<file path="src/rtl/stream_frame_tx_if.sv">
// rtl/stream_frame_tx_if.sv - valid-ready beat stream between frame source and FIFO writer
interface stream_frame_tx_if #(
    parameter int DATA_WIDTH = 8
);
    logic                  o_valid;
    logic                  i_ready;
    logic [DATA_WIDTH-1:0] o_data;

    modport master (output o_valid, output o_data, input i_ready);
    modport slave  (input o_valid, input o_data, output i_ready);
endinterface

</file>
<file path="src/rtl/stream_frame_tx.sv">
// rtl/stream_frame_tx.sv - frame source: header, seed+index payload, optional XOR trailer (STREAM_TX_CHECKSUM_EN)
module stream_frame_tx #(
    parameter int DATA_WIDTH = 8,
    parameter int LEN_WIDTH  = 8
) (
    input  logic                  i_clk,
    input  logic                  i_rst,
    input  logic                  i_start,
    input  logic [LEN_WIDTH-1:0]  i_len,
    input  logic [DATA_WIDTH-1:0] i_seed,
    output logic                  o_busy,
    output logic                  o_done,
    stream_frame_tx_if.master     tx
);

`ifdef STREAM_TX_CHECKSUM_EN
    typedef enum logic [1:0] {IDLE, HDR, PAY, CHK} state_t;
`else
    typedef enum logic [1:0] {IDLE, HDR, PAY} state_t;
`endif

    localparam logic [LEN_WIDTH-1:0]  LEN_ONE  = LEN_WIDTH'(1);
    localparam logic [DATA_WIDTH-1:0] DATA_ONE = DATA_WIDTH'(1);

    state_t                state;
    logic [LEN_WIDTH-1:0]  len_q;
    logic [LEN_WIDTH-1:0]  idx_q;
    logic [DATA_WIDTH-1:0] seed_q;
    logic                  valid_q;
    logic [DATA_WIDTH-1:0] data_q;
    logic                  busy_q;
    logic                  done_q;
`ifdef STREAM_TX_CHECKSUM_EN
    logic [DATA_WIDTH-1:0] csum_q;
`endif

    logic                  hs;

    assign hs         = valid_q & tx.i_ready;
    assign tx.o_valid = valid_q;
    assign tx.o_data  = data_q;
    assign o_busy     = busy_q;
    assign o_done     = done_q;

    // Frame sequencer; every output is a register so i_ready never reaches o_valid/o_data combinationally.
    always_ff @(posedge i_clk or posedge i_rst) begin
        if (i_rst) begin
            state   <= IDLE;
            len_q   <= '0;
            idx_q   <= '0;
            seed_q  <= '0;
            valid_q <= 1'b0;
            data_q  <= '0;
            busy_q  <= 1'b0;
            done_q  <= 1'b0;
`ifdef STREAM_TX_CHECKSUM_EN
            csum_q  <= '0;
`endif
        end else begin
            done_q <= 1'b0;
            case (state)
                IDLE: begin
                    // A zero-length request would produce a header with no payload, so it is dropped.
                    if (i_start && (i_len != '0)) begin
                        len_q   <= i_len;
                        seed_q  <= i_seed;
                        idx_q   <= '0;
                        state   <= HDR;
                        busy_q  <= 1'b1;
                        valid_q <= 1'b1;
                        data_q  <= DATA_WIDTH'(i_len);
`ifdef STREAM_TX_CHECKSUM_EN
                        csum_q  <= '0;
`endif
                    end
                end
                HDR: begin
                    if (hs) begin
`ifdef STREAM_TX_CHECKSUM_EN
                        csum_q <= csum_q ^ data_q;
`endif
                        data_q <= seed_q;
                        idx_q  <= '0;
                        state  <= PAY;
                    end
                end
                PAY: begin
                    if (hs) begin
                        if ((idx_q + LEN_ONE) == len_q) begin
`ifdef STREAM_TX_CHECKSUM_EN
                            // Trailer carries the running XOR including this last payload beat.
                            csum_q <= csum_q ^ data_q;
                            data_q <= csum_q ^ data_q;
                            state  <= CHK;
`else
                            valid_q <= 1'b0;
                            busy_q  <= 1'b0;
                            done_q  <= 1'b1;
                            data_q  <= '0;
                            state   <= IDLE;
`endif
                        end else begin
`ifdef STREAM_TX_CHECKSUM_EN
                            csum_q <= csum_q ^ data_q;
`endif
                            idx_q  <= idx_q + LEN_ONE;
                            data_q <= data_q + DATA_ONE;
                        end
                    end
                end
`ifdef STREAM_TX_CHECKSUM_EN
                CHK: begin
                    if (hs) begin
                        valid_q <= 1'b0;
                        busy_q  <= 1'b0;
                        done_q  <= 1'b1;
                        data_q  <= '0;
                        state   <= IDLE;
                    end
                end
`endif
                default: begin
                    state   <= IDLE;
                    valid_q <= 1'b0;
                    busy_q  <= 1'b0;
                end
            endcase
        end
    end

endmodule
</file>
<file path="src/flat_wrapper.sv">
// flat-port wrapper written by rule: the top's interface ports become plain ports
module stream_frame_tx_flat 
#(
    parameter int DATA_WIDTH = 8,
    parameter int LEN_WIDTH  = 8
)
  (i_clk, i_rst, i_start, i_len, i_seed, o_busy, o_done, tx_o_valid, tx_o_data, tx_i_ready);
  stream_frame_tx_if #(.DATA_WIDTH(DATA_WIDTH)) tx_i ();
  input  logic i_clk;
  input  logic i_rst;
  input  logic i_start;
  input  logic [LEN_WIDTH-1:0] i_len;
  input  logic [DATA_WIDTH-1:0] i_seed;
  output logic o_busy;
  output logic o_done;
  output wire logic [$bits(tx_i.o_valid)-1:0] tx_o_valid;
  output wire logic [$bits(tx_i.o_data)-1:0] tx_o_data;
  input wire logic [$bits(tx_i.i_ready)-1:0] tx_i_ready;
  assign tx_o_valid = tx_i.o_valid;
  assign tx_o_data = tx_i.o_data;
  assign tx_i.i_ready = tx_i_ready;
  stream_frame_tx #(.DATA_WIDTH(DATA_WIDTH), .LEN_WIDTH(LEN_WIDTH)) u_core (.i_clk(i_clk), .i_rst(i_rst), .i_start(i_start), .i_len(i_len), .i_seed(i_seed), .o_busy(o_busy), .o_done(o_done), .tx(tx_i));
endmodule
</file>
<file path="config.mk">
export PLATFORM = sky130hd
export DESIGN_NAME = stream_frame_tx_flat
export DESIGN_NICKNAME = d
export VERILOG_FILES = /design/src/rtl/stream_frame_tx_if.sv /design/src/rtl/stream_frame_tx.sv /design/src/flat_wrapper.sv
export SDC_FILE = /design/constraint.sdc
export NUM_CORES = 1
export LEC_CHECK = 0
export CAP_MARGIN = 20
export CORE_ASPECT_RATIO = 1.75
export CORE_MARGIN = 1
export CORE_UTILIZATION = 54
export DETAILED_ROUTE_END_ITERATION = 6
export PLACE_DENSITY = 0.79
export SYNTH_ARGS = -nofsm -noshare
export SYNTH_HDL_FRONTEND = slang
export SYNTH_SLANG_ARGS = --single-unit
</file>
<file path="constraint.sdc">
create_clock -name i_clk -period 3.1 [get_ports i_clk]
set_input_delay 0.31 -clock i_clk [delete_from_list [all_inputs] [get_ports i_clk]]
set_output_delay 0.31 -clock i_clk [all_outputs]
set_load 0.02 [all_outputs]
</file>
==> impl_results.md <==
* Mean routed wirelength per cell at 17.53 um
* Sum Neg Setup Slack at 0 ns
* Count of different cell masters after synthesis at 43
* CTS sink cnt at 36
* Min-delay worst type: primary input to asynchronous set/reset pin
* Max-slew headroom at 61.16%
* Diode count at 0
* Dpl ws at 0.5415 ns
* CTS Hold Bufs at 0
* Critical path arrival at 2.76 ns
* Clock latency at the later pin of the worst-skew pair at 0.29 ns
* Post-DRT Antenna Nets at 0
* IO buf count at 30
* CP Launch Type: flip-flop
* Iter 0 DRT Violations at 47
* Minimum clock period at 2.606 ns
* Area Growth Syn to Fin at 21.06%
* Via Count at 1882
* Endpoints failing hold at 0
* Cell Area, Synth at 2138 um^2
* Die height at 85.25 um
* Num CTS Buffers at 5
* Share of cells above drive strength 1 at 13.95%
* Fmax at 0.3837 GHz
* Dominant cell type by area after synthesis: dfrtp_1
* MaxCap Viol Count at 0
* Initial antenna violation count at 0
* Fin. max-slew vios at 0
* Setup Buffers After CTS at 0
* Critical path class: flip-flop to flip-flop
* Die area at 4226 um^2
* Root Driver: clkbuf_8
* DR vias/cell at 6.191
* Power per standard cell area at 332.2 nW/um^2
* Crit path max fanout at 17
* CORE AREA at 3701 um^2
* Period utilisation layout at 84.08%
* Ys async rst share at 100.0%
* Vias in the first global route at 1871
* Gr usage total at 27.89%
* DPL Wire Length at 3.814 mm
* Overall power at 860.1 uW
* Synth Flop Type: dfrtp_1
* CP required at 3.25 ns
* FP Rows at 29
* Clock buffer depth at 2
* Seq/Total Area, Yosys at 42.13%
* RSZ-0062 raised after global routing: no
* Largest net degree at the start of global routing at 37
* Syn. warnings at 0
* Top cells by area, synth: dfrtp_1 (42%), mux2_2 (9.0%), nand2_1 (4.2%)
* Critical path capture point type: flip-flop
* Worst VDD drop at 363.0 uV
* Post-Route WL at 5.330 mm
* GRT Residual Overflow at 0
* Syn Nets at 255
* Seq cells post-synth at 36
* Commonest non-fill, non-tap cell in the layout: dfrtp_1
* Cells after Synth at 228
* GPL Wtd Cong at 0.8921
* Top cell type's share of synthesized area at 42.13%
* Clock slew at reported path FFs at 0.08 ns
* Fin util at 69.95%
* Number of synthesized flops with an enable pin at 0
* Router iterations before antenna repair at 4
* Residual DRC at 0
* Starting Density at 57.78%
* Fillcell total at 301
* Fin nets at 284
* Post_cts resized at 0
* First-pass GRT wire length at 8.763 mm
* Die width at 49.57 um
* Final setup fails at 0
* # IOs at 31
* Synthesized area per cell at 9.379 um^2
* Final Instance Count excl. Fillers at 304
* Status: finished, final reports clean
* Slew @ Worst Pin at 0.5809 ns
* Most frequent cells in the layout: dfrtp_1 (36), clkdlybuf4s50_1 (30), nand2_1 (24), mux2_2 (17), a21oi_1 (15)
* # placed instances at 296
* Clock skew at 0.01010 ns
* CTS tree: done
* CTS HTree Levels at 2
* Final worst setup slack at 0.4937 ns
* Leak Pwr at 0.001158 uW
-- through the flow --
step / instance area, um^2 / hold slack, ns
after floorplan: 2138 / 0.4606
after global placement: 2496 / 0.4884
after detailed placement: 2496 / 0.4938
after CTS: 2589 / 0.4460
after global routing: 2589 / 0.5105
final: 2589 / 0.4288
-- cell usage after synthesis (4+ instances only) --
cell type / number
dfrtp_1: 36
nand2_1: 24
mux2_2: 17
a21oi_1: 15
nor2_1: 12
nand3_1: 11
o21ai_0: 11
inv_1: 10
clkbuf_1: 9
ha_1: 7
xnor2_1: 7
a31oi_1: 5
o211ai_1: 5
and3_1: 4
buf_2: 4
nand4_1: 4
nor3_1: 4
nor3b_1: 4
xor2_1: 4
-- kinds of logic (layout without fill, tap and decap cells) --
kind of cell	Yosys count	in the layout	share of synthesized area [%]
adder cells (fa/ha/maj)	7	7	4.096
buffers and inverters	26	56	5.149
XOR/XNOR	11	11	4.505
AND/OR/NAND/NOR	75	75	17.85
multiplexers	19	19	10.12
AO/OA/AOI/OAI	54	54	16.15
flip-flops	36	36	42.13
-- metal layers --
metal | up-vias | global-route usage (%) | share of wire, % | wire length (um)
li1 | 879 | - | - | -
met1 | 912 | 32.06 | 39 | 2057
met2 | 73 | 46.93 | 52 | 2794
met3 | 18 | 3.943 | 4.5 | 242
met4 | 0 | 18.70 | 4.4 | 235
met5 | - | 0 | 0 | 0
-- report_power, final --
| group | internal (uW) | switching, uW | total (uW) |
|---|---|---|---|
| Clock | 177 | 172 | 349 |
| Sequential | 469 | 0 | 469 |
| Combinational | 23.6 | 18.0 | 41.6 |
| Total | 670 | 190 | 860 |
-- path summary, 6_finish.rpt --
check                            startpoint                   to  slack [ns]  depth (start not counted)
min reg2reg                u_core.seed_q[0]     u_core.seed_q[0]        0.51                          1
min in group i_clk         u_core.seed_q[0]     u_core.seed_q[0]        0.51                          1
max reg2reg                 u_core.idx_q[0]  u_core.tx.o_data[2]        0.49                          8
max                         u_core.idx_q[0]  u_core.tx.o_data[2]        0.49                          8
max in group asynchronous             i_rst     u_core.seed_q[1]        2.33                          3
min                                   i_rst      u_core.len_q[0]        0.43                          3
-- registers in the layout (all words and copies together), names as in the netlist --
name / cells
u_core.idx_q: 8
u_core.len_q: 8
u_core.o_done: 1
u_core.seed_q: 8
u_core.state: 2
u_core.tx.o_data: 8
u_core.tx.o_valid: 1
-- critical path, cell delays in order (launching register included) --
cell       delay (ns)
dfrtp_1          0.45
ha_1             0.28
and3_4           0.24
and4_1           0.21
o2111ai_1        0.13
or4_1            0.59
buf_4            0.24
a32oi_1          0.21
o21ai_0          0.12
-- area by class of cell --
class	instances	area, um^2	share of cell area, %
multi-input combinational	166	1127	43.55
clock buffer	6	82.58	3.190
sequential	36	900.9	34.80
clock inverter	2	10.01	0.3867
timing repair buffer	38	372.9	14.40
inverter	10	37.54	1.450
tap	46	57.56	2.223
(Power assumes the default switching activity.)
